## config.mk

```make
export PLATFORM = sky130hd
export DESIGN_NAME = uart_program_loader
export DESIGN_NICKNAME = d
export VERILOG_FILES = /design/src/rtl/uart_program_loader.sv
export SDC_FILE = /design/constraint.sdc
export NUM_CORES = 1
export LEC_CHECK = 0
export ABC_AREA = 1
export ABC_CLOCK_PERIOD_IN_PS = 3000
export BUFFER_PORTS_ARGS = -buffer_cell sky130_fd_sc_hd__buf_2
export CAP_MARGIN = 30
export CORE_AREA = 8 8 107 109
export CTS_CLUSTER_DIAMETER = 150
export DETAILED_ROUTE_END_ITERATION = 6
export DIE_AREA = 0 0 115 117
export PLACE_DENSITY_LB_ADDON = 0.2
export RECOVER_POWER = 100
export SLEW_MARGIN = 30
export SYNTH_ARGS = -nofsm -noshare
export SYNTH_HDL_FRONTEND = slang
export SYNTH_SLANG_ARGS = --single-unit
```

## constraint.sdc

```tcl
create_clock -name fastClk -period 3 [get_ports fastClk]
set_input_delay 0.3 -clock fastClk [delete_from_list [all_inputs] [get_ports fastClk]]
set_output_delay 0.3 -clock fastClk [all_outputs]
set_load 0.01 [all_outputs]
```

## src/rtl/uart_program_loader.sv

```systemverilog
// uart_program_loader
// Receives 8N1 UART frames of the form SYNC, LEN, DATA[LEN], CSUM on fastClk
// and replays the payload onto the program RAM write port (prog_mode, addr,
// data_in, prog_we). done pulses on a good checksum; error is sticky until
// the next accepted SYNC byte.
//
// Handshake: there is no back-pressure anywhere. A received byte is offered
// for exactly one cycle (byte_valid_q) and is always consumed by the loader
// in that cycle; prog_we and done are likewise one-cycle strobes with no
// ready, and addr/data_in are qualified only by prog_we.
module uart_program_loader #(
  parameter int          CLKS_PER_BIT = 104,
  parameter int          MEM_DEPTH    = 16,
  parameter logic [7:0]  SYNC_BYTE    = 8'hA5
) (
  input  logic       fastClk,
  input  logic       rst,
  input  logic       rx,
  output logic       prog_mode,
  output logic [3:0] addr,
  output logic [7:0] data_in,
  output logic       prog_we,
  output logic       done,
  output logic       error,
  output logic [1:0] dbg_state
);

  localparam int                CNT_W   = $clog2(CLKS_PER_BIT);
  localparam logic [CNT_W-1:0]  FULL_M1 = CNT_W'(CLKS_PER_BIT - 1);
  localparam logic [CNT_W-1:0]  HALF_M1 = CNT_W'(CLKS_PER_BIT / 2 - 1);

  typedef enum logic [2:0] {
    RX_IDLE  = 3'd0,
    RX_START = 3'd1,
    RX_DATA  = 3'd2,
    RX_STOP  = 3'd3,
    RX_WAIT  = 3'd4
  } rx_state_e;

  typedef enum logic [1:0] {
    L_IDLE = 2'd0,
    L_LEN  = 2'd1,
    L_DATA = 2'd2,
    L_CSUM = 2'd3
  } ld_state_e;

  // rx synchronizer and edge history
  logic rx_meta_q, rx_sync_q, rx_prev_q;

  // receiver state
  rx_state_e        rx_st_q, rx_st_d;
  logic [CNT_W-1:0] cnt_q, cnt_d;
  logic [2:0]       bit_q, bit_d;
  logic [7:0]       shift_q, shift_d;
  logic             byte_valid_q, byte_valid_d;
  logic             frame_err_q, frame_err_d;

  // loader state
  ld_state_e  ld_q, ld_d;
  logic [7:0] len_q, len_d;
  logic [7:0] idx_q, idx_d;
  logic [7:0] csum_q, csum_d;
  logic       error_q, error_d;
  logic       prog_mode_q, prog_mode_d;
  logic       prog_we_q, prog_we_d;
  logic       done_q, done_d;
  logic [3:0] addr_q, addr_d;
  logic [7:0] data_q, data_d;

  // UART receiver: start detect, mid-bit sampling, stop check
  always_comb begin
    rx_st_d      = rx_st_q;
    cnt_d        = cnt_q;
    bit_d        = bit_q;
    shift_d      = shift_q;
    byte_valid_d = 1'b0;
    frame_err_d  = 1'b0;
    case (rx_st_q)
      RX_IDLE: begin
        // The detection cycle itself counts toward the half-bit wait.
        if (rx_prev_q && !rx_sync_q) begin
          rx_st_d = RX_START;
          cnt_d   = CNT_W'(1);
        end
      end
      RX_START: begin
        if (cnt_q == HALF_M1) begin
          if (rx_sync_q) begin
            rx_st_d = RX_IDLE;          // glitch, not a real start bit
          end else begin
            rx_st_d = RX_DATA;
            cnt_d   = '0;
            bit_d   = 3'd0;
          end
        end else begin
          cnt_d = cnt_q + CNT_W'(1);
        end
      end
      RX_DATA: begin
        if (cnt_q == FULL_M1) begin
          shift_d = {rx_sync_q, shift_q[7:1]};   // LSB arrives first
          cnt_d   = '0;
          if (bit_q == 3'd7) begin
            rx_st_d = RX_STOP;
          end else begin
            bit_d = bit_q + 3'd1;
          end
        end else begin
          cnt_d = cnt_q + CNT_W'(1);
        end
      end
      RX_STOP: begin
        if (cnt_q == FULL_M1) begin
          cnt_d = '0;
          if (rx_sync_q) begin
            byte_valid_d = 1'b1;
            rx_st_d      = RX_IDLE;
          end else begin
            frame_err_d = 1'b1;
            rx_st_d     = RX_WAIT;          // line is low; re-arm only once it idles
          end
        end else begin
          cnt_d = cnt_q + CNT_W'(1);
        end
      end
      RX_WAIT: begin
        if (rx_sync_q) rx_st_d = RX_IDLE;
      end
      default: rx_st_d = RX_IDLE;
    endcase
  end

  // Loader: frame parsing, RAM write strobe, checksum and status flags
  always_comb begin
    ld_d        = ld_q;
    len_d       = len_q;
    idx_d       = idx_q;
    csum_d      = csum_q;
    error_d     = error_q;
    prog_mode_d = prog_mode_q;
    addr_d      = addr_q;
    data_d      = data_q;
    prog_we_d   = 1'b0;
    done_d      = 1'b0;

    // prog_mode is held for the done cycle and released right after it.
    if (done_q) prog_mode_d = 1'b0;

    if (frame_err_q) begin
      error_d     = 1'b1;
      prog_mode_d = 1'b0;
      ld_d        = L_IDLE;
    end else if (byte_valid_q) begin
      case (ld_q)
        L_IDLE: begin
          if (shift_q == SYNC_BYTE) begin
            error_d = 1'b0;
            csum_d  = 8'd0;
            ld_d    = L_LEN;
          end
        end
        L_LEN: begin
          if (shift_q == 8'd0 || {24'd0, shift_q} > 32'(MEM_DEPTH)) begin
            error_d = 1'b1;
            ld_d    = L_IDLE;
          end else begin
            len_d       = shift_q;
            idx_d       = 8'd0;
            prog_mode_d = 1'b1;
            ld_d        = L_DATA;
          end
        end
        L_DATA: begin
          prog_we_d = 1'b1;
          addr_d    = idx_q[3:0];
          data_d    = shift_q;
          csum_d    = csum_q + shift_q;
          idx_d     = idx_q + 8'd1;
          if (idx_q == len_q - 8'd1) ld_d = L_CSUM;
        end
        L_CSUM: begin
          if (shift_q == csum_q) begin
            done_d = 1'b1;
          end else begin
            error_d     = 1'b1;
            prog_mode_d = 1'b0;
          end
          ld_d = L_IDLE;
        end
        default: ld_d = L_IDLE;
      endcase
    end
  end

  // State registers for synchronizer, receiver and loader
  always_ff @(posedge fastClk or negedge rst) begin
    if (!rst) begin
      rx_meta_q    <= 1'b1;
      rx_sync_q    <= 1'b1;
      rx_prev_q    <= 1'b1;
      rx_st_q      <= RX_IDLE;
      cnt_q        <= '0;
      bit_q        <= 3'd0;
      shift_q      <= 8'd0;
      byte_valid_q <= 1'b0;
      frame_err_q  <= 1'b0;
      ld_q         <= L_IDLE;
      len_q        <= 8'd0;
      idx_q        <= 8'd0;
      csum_q       <= 8'd0;
      error_q      <= 1'b0;
      prog_mode_q  <= 1'b0;
      prog_we_q    <= 1'b0;
      done_q       <= 1'b0;
      addr_q       <= 4'd0;
      data_q       <= 8'd0;
    end else begin
      rx_meta_q    <= rx;
      rx_sync_q    <= rx_meta_q;
      rx_prev_q    <= rx_sync_q;
      rx_st_q      <= rx_st_d;
      cnt_q        <= cnt_d;
      bit_q        <= bit_d;
      shift_q      <= shift_d;
      byte_valid_q <= byte_valid_d;
      frame_err_q  <= frame_err_d;
      ld_q         <= ld_d;
      len_q        <= len_d;
      idx_q        <= idx_d;
      csum_q       <= csum_d;
      error_q      <= error_d;
      prog_mode_q  <= prog_mode_d;
      prog_we_q    <= prog_we_d;
      done_q       <= done_d;
      addr_q       <= addr_d;
      data_q       <= data_d;
    end
  end

  assign prog_mode = prog_mode_q;
  assign addr      = addr_q;
  assign data_in   = data_q;
  assign prog_we   = prog_we_q;
  assign done      = done_q;
  assign error     = error_q;
  assign dbg_state = ld_q;

endmodule
```

## Word-level counts from Yosys, hierarchy flattened

Index checks and enable logic that the tools add are counted.

- Register bits: 68
- Bits of input ports: 3
- Output and inout bits: 18

- Add/sub/neg operators: 5
- Reduce and logical (&&, ||, !) cells: 23
- Muxes and demuxes: 54
- Magnitude comparators: 1
- Bitwise gates (word level): 2
- Equality and inequality tests: 28

Operator list:

| operator | number |
|---|---|
| 2-to-1 mux 3 bit | 11 |
| one-hot mux 8 bit (2 select lines) | 2 |
| 2-to-1 mux 7 bit | 4 |
| 2-to-1 mux 1 bit | 23 |
| one-hot mux 7 bit (3 select lines) | 1 |
| != test 2 bit, second input constant | 10 |
| == test 8 bit | 2 |
| 2-to-1 mux 8 bit | 2 |
| != test 3 bit, second input constant | 5 |
| one-hot mux 3 bit (5 select lines) | 1 |
| 2-to-1 mux 2 bit | 6 |
| AND reduction 4 bit | 3 |
| AND reduction 5 bit | 2 |
| AND reduction 3 bit | 3 |
| adder 8 x 1 -> 8 bit, second input constant | 1 |
| adder 8 bit | 1 |
| == test 8 bit, second input constant | 1 |
| > comparator 8 x 5 -> 1 bit, second input constant | 1 |
| zero test 8 bit | 1 |
| one-hot mux 2 bit (4 select lines) | 1 |
| nonzero test 2 bit | 4 |
| subtractor 8 x 1 -> 8 bit, second input constant | 1 |
| adder 7 x 1 -> 7 bit, second input constant | 1 |
| == test 7 x 6 -> 1 bit, second input constant | 1 |
| 21 further kinds | 25 |

## Longest topological paths before layout

- Depth in word-level cells: 6
- Mapped depth: 15

## Worst setup path after synthesis

No wires, ideal clock.

- Kind: register to register
- From: register shift_q[0]
- To: register csum_q[6]
- Setup slack: 1267 ps
- Period minus slack after synthesis: 1733 ps
- Setup time: 128 ps
- Data required time: 2872 ps
- Stages on the path, launching flop included: 10
- Arrival time: 1605 ps
- Path buffers: 0
- Path through: dfrtp_1 ha_1 fa_1 nand3_1 nand3_1 nand2_1 nand2_1 a21oi_1 xor2_1 o21ai_0

- Word-level cells in the longest chain between the ends: 3
- Elaborated cells on any way between the ends: 5
- Those cells by class: 1 x add/sub; 2 x eq/ne; 1 x mux; 1 x reduce/logical

RTL lines:

| element | RTL line | RTL |
|---|---|---|
| start, declared | 54 | `logic [7:0] shift_q, shift_d;` |
| start signal, assigned | 224 | `shift_q <= shift_d;` |
| branches (longest 3 deep; another with adder 8 bit) | - |  |
| end signal, assigned | 230 | `csum_q <= csum_d;` |
| end, declared | 62 | `logic [7:0] csum_q, csum_d;` |

Parallel ways; which one is timed is not known.
A chain may end at the register's enable or synchronous reset.

## Final worst setup path

- From: register ld_q[1] (netlist: dbg_state[1])
- To: register idx_q[2]

- Word-level cells in the longest chain between the ends: 3
- Elaborated cells on any way between the ends: 6
- Those cells by class: 3 x eq/ne; 1 x mux; 2 x reduce/logical

RTL lines:

| element | RTL line | RTL |
|---|---|---|
| start, declared | 59 | `ld_state_e ld_q, ld_d;` |
| start signal, assigned | 227 | `ld_q <= ld_d;` |
| == test 2 x 1 -> 1 bit / == test 2 bit (equally long branches) | 154 | `case (ld_q)` |
| != test 2 bit (no line) / nonzero test 2 bit (equally long branches) | - |  |
| AND reduction 4 bit (no line) | - |  |
| end signal, assigned | 229 | `idx_q <= idx_d;` |
| end, declared | 61 | `logic [7:0] idx_q, idx_d;` |

Several ways; a longest one is shown, not always the timed one.

==> flow_summary.yaml <==
timing:
  fin_skew_ns: 0.0116
  layout_setup_ws_ns: 0.754
  rsz0062_at_grt: "no"
  slew_violations: 0
  finalHoldViolCount: 0
  period_needed_ns: 2.25
  finalSetupViolCount: 0
  slew-limit-headroom_pct: 21.4
  timing.fmax_mhz: 445
  fin_crit_sh_pct: 74.9
  worst_pin_slew_ns: 1.18
  tns_ns: 0
floorplanning:
  start_util_pct: 36.7
  die_width_um: 115
  die-area_um2: 13500
  die_h_um: 117
  rows: 37
  ios: 21
  design.core.area_um2: 9910
cts:
  clockBufferDepth: 2
  htreeDepth: 3
  clock_latency_ns: 0.35
  clkTransAtPathRegs_ns: 0.08
  clock-sinks: 68
  cts_tree: "built"
  cts-root-buf: "clkbuf_8"
  post-cts-setup-buffers: 0
  cts_buffers: 9
synth:
  yosysWarningCount: 0
  syn_inst: 443
  ys_ff_latch: 68
  netlist_area_um2: 3630
  synth_area_leaders: "dfrtp_1, nand2_1, inv_1"
  syn_nets: 459
  synth_area_per_cell_um2: 8.20
  ys_types: 42
  yosysTopAreaCell: "dfrtp_1"
  synth_top_area_share_pct: 44.8
  ys_seq_area_share_pct: 47.0
pwr:
  leakage_nw: 1.95
  internal_power_mw: 1.57
  clock_power_share_pct: 37.9
  p_comb_share_pct: 16.9
  pwr-share-seq_pct: 45.2
  power_mw: 2.25
  power-per-cell-area_nw_per_um2: 561
  p_sw_share_pct: 30.0
  worst_ir_drop_vdd_mv: 0.334
  p_sw_mw: 0.675
detailed_routing:
  drt_iter0_drc: 146
  dr.pass1.iters: 4
  antenna_left: 0
  drc: 0
  wl_met3_um: 264
  vias: 2913
  top_layer_used: "met4"
  wl_met1_um: 3700
  wl_met2_um: 3880
  wirelength_um: 7970
  route.detailed.vias_per_inst: 4.76
  wl_per_cell_um: 13.0
placement:
  post-dp-hpwl_um: 5920
  dp_slack_ns: 1.13
  placed_cells: 595
  numPortBuffers: 20
  dpl-instance-area_um2: 3880
  place.gp.congestion: 0.883
layout:
  final_common_cell: "nand2_1"
  drive_gt1_share_pct: 6.09
  final_cell_mix: "nand2_1, dfrtp_1, inv_1, nor2_1, o21ai_0"
  antenna-diode-count: 0
  final_cells: 612
  syn_to_final_growth_pct: 10.5
  final_cell_area_um2: 4010
  fin_nets: 487
grt:
  grt_max_degree: 28
  grt_pass1_wl_um: 13800
  grt_pass1_vias: 2881
  grt_antenna_before_repair: 0
  grt_overflow: 0
  track_usage_pct: 13.2
run:
  maxCapViolations: 0
worst_setup_path:
  cp-start-kind: "flop"
  r2r_cells: 7
  critical_path_required_ns: 3.22
  crit_family: "simple AND/OR/NAND/NOR gates"
  timing.rr.end: "idx_q[2]$_DFFE_PN0P_"
  cp_num_cells: 7
  r2r_slack_ns: 0.75
  cpPeakStageDelay_ns: 0.79
  cp_cell_sequence: "inv_1, nand3_1, nor3_1, nand3_1, nor2_1, a31o_2, a21oi_1"
  critPathArrivalTime_ns: 2.47
  cp-endpoint: "idx_q[2]$_DFFE_PN0P_"
  path_class: "flop to flop"
  worst_setup_path_end_kind: "flop"
  worstReg2RegStart: "dbg_state[1]$_DFFE_PN0P_"
  crit_path_start: "dbg_state[1]$_DFFE_PN0P_"
  cp_num_buf_inv: 1
  cpMostUsedCell: "nand3_1"
  cp_max_fo: 15
  slowest_stage: "nor2_1"
run_status:
  outcome: "complete, no violations"
worst_hold_path:
  hold_path.class: "primary input to flop"
  hp-start: "rx"
-- synth_stat cells, drive strengths merged --
master and number:
xnor3 1, nand4 9, o22ai 1, xor2 7, nand2 114, nor3 5
a31oi 2, o21a 2, o22a 1, dfrtp 65, dfstp 3, a21oi 15
o211a 1, o31ai 1, fa 1, xnor2 3, o21ai 40, a211oi 1
a31o 1, inv 57, ha 12, nor4 5, a22o 4, nand3 29
or2 2, buf 4, o211ai 2, clkbuf 2, o21bai 2, nor2 51
-- worst min path at each step --
stage,endpoint,slack (ns),depth (start not counted)
floorplan,addr[0]$_DFFE_PN0P_,0.004,0
global placement,data_in[1]$_DFFE_PN0P_,0.30,1
detailed placement,data_in[1]$_DFFE_PN0P_,0.30,1
CTS,rx_meta_q$_DFF_PN1_,0.03,1
global route,rx_meta_q$_DFF_PN1_,0.02,1
finish,rx_meta_q$_DFF_PN1_,0.05,1
-- registers in the layout, summed over array words and instances (netlist names) --
name          cells
addr              4
bit_q             3
byte_valid_q      1
cnt_q             7
csum_q            8
data_in           8
dbg_state         2
done              1
error             1
frame_err_q       1
idx_q             8
len_q             8
prog_mode         1
prog_we           1
rx_meta_q         1
rx_prev_q         1
rx_st_q           3
rx_sync_q         1
shift_q           8
-- stage by stage --
stage | utilization, % | hold slack [ns]
3_3_place_gp | 39.2 | 0.298
6_report | 40.5 | 0.0522
4_1_cts | 41.5 | 0.0295
3_5_place_dp | 39.2 | 0.303
2_1_floorplan | - | 0.00441
5_1_grt | 40.5 | 0.0159
-- power groups by stage --
stage	clock (mW)	sequential [mW]	combinational, mW
after CTS	0.881	1.02	0.417
after global placement	0	1.03	0.408
after floorplan	0	1.02	0.334
after detailed placement	0	1.03	0.415
final	0.853	1.02	0.379
after global routing	0.926	1.02	0.443
-- worst reg2reg max path, cell delays in order, from the launching register on --
cell and delay [ns]:
dfrtp_1 0.41, inv_1 0.15, nand3_1 0.13, nor3_1 0.19
nand3_1 0.20, nor2_1 0.79, a31o_2 0.21, a21oi_1 0.04
-- kinds of logic (layout without fill, tap and decap cells) --
kind of cell	Yosys count	count (layout)	share of synthesized area [%]
XOR/XNOR	11	11	3.03
buffers and inverters	63	96	6.96
AO/OA/AOI/OAI	73	73	11.9
AND/OR/NAND/NOR	215	215	26.5
adder cells (fa/ha/maj)	13	13	4.68
flip-flops	68	68	47.0
-- routing by layer --
metal | vias to the layer above | global-route usage [%]
met2 | 31 | 22.4
met4 | 0 | 5.78
met1 | 1364 | 15.6
met5 | - | 0
met3 | 10 | 3.08
li1 | 1508 | -
-- repair_timing --
| action | in CTS | in global routing |
|---|---|---|
| hold buffers | 1 | 0 |
| endpoints found under the setup margin | 0 | 0 |
| resized for setup | 0 | 0 |
| hold endpoints to repair | 20 | 0 |
-- cell type report --
type                    instances  area (um^2)
clock buffers                   9          124
clock inverters                 7         98.8
fillers                      1057         5890
inverters                      57          214
multi-input cells             312         1600
flip-flops and latches         68         1710
well taps                     136          170
repair buffers                 23         96.3
Power figures use the tool's default switching activity.
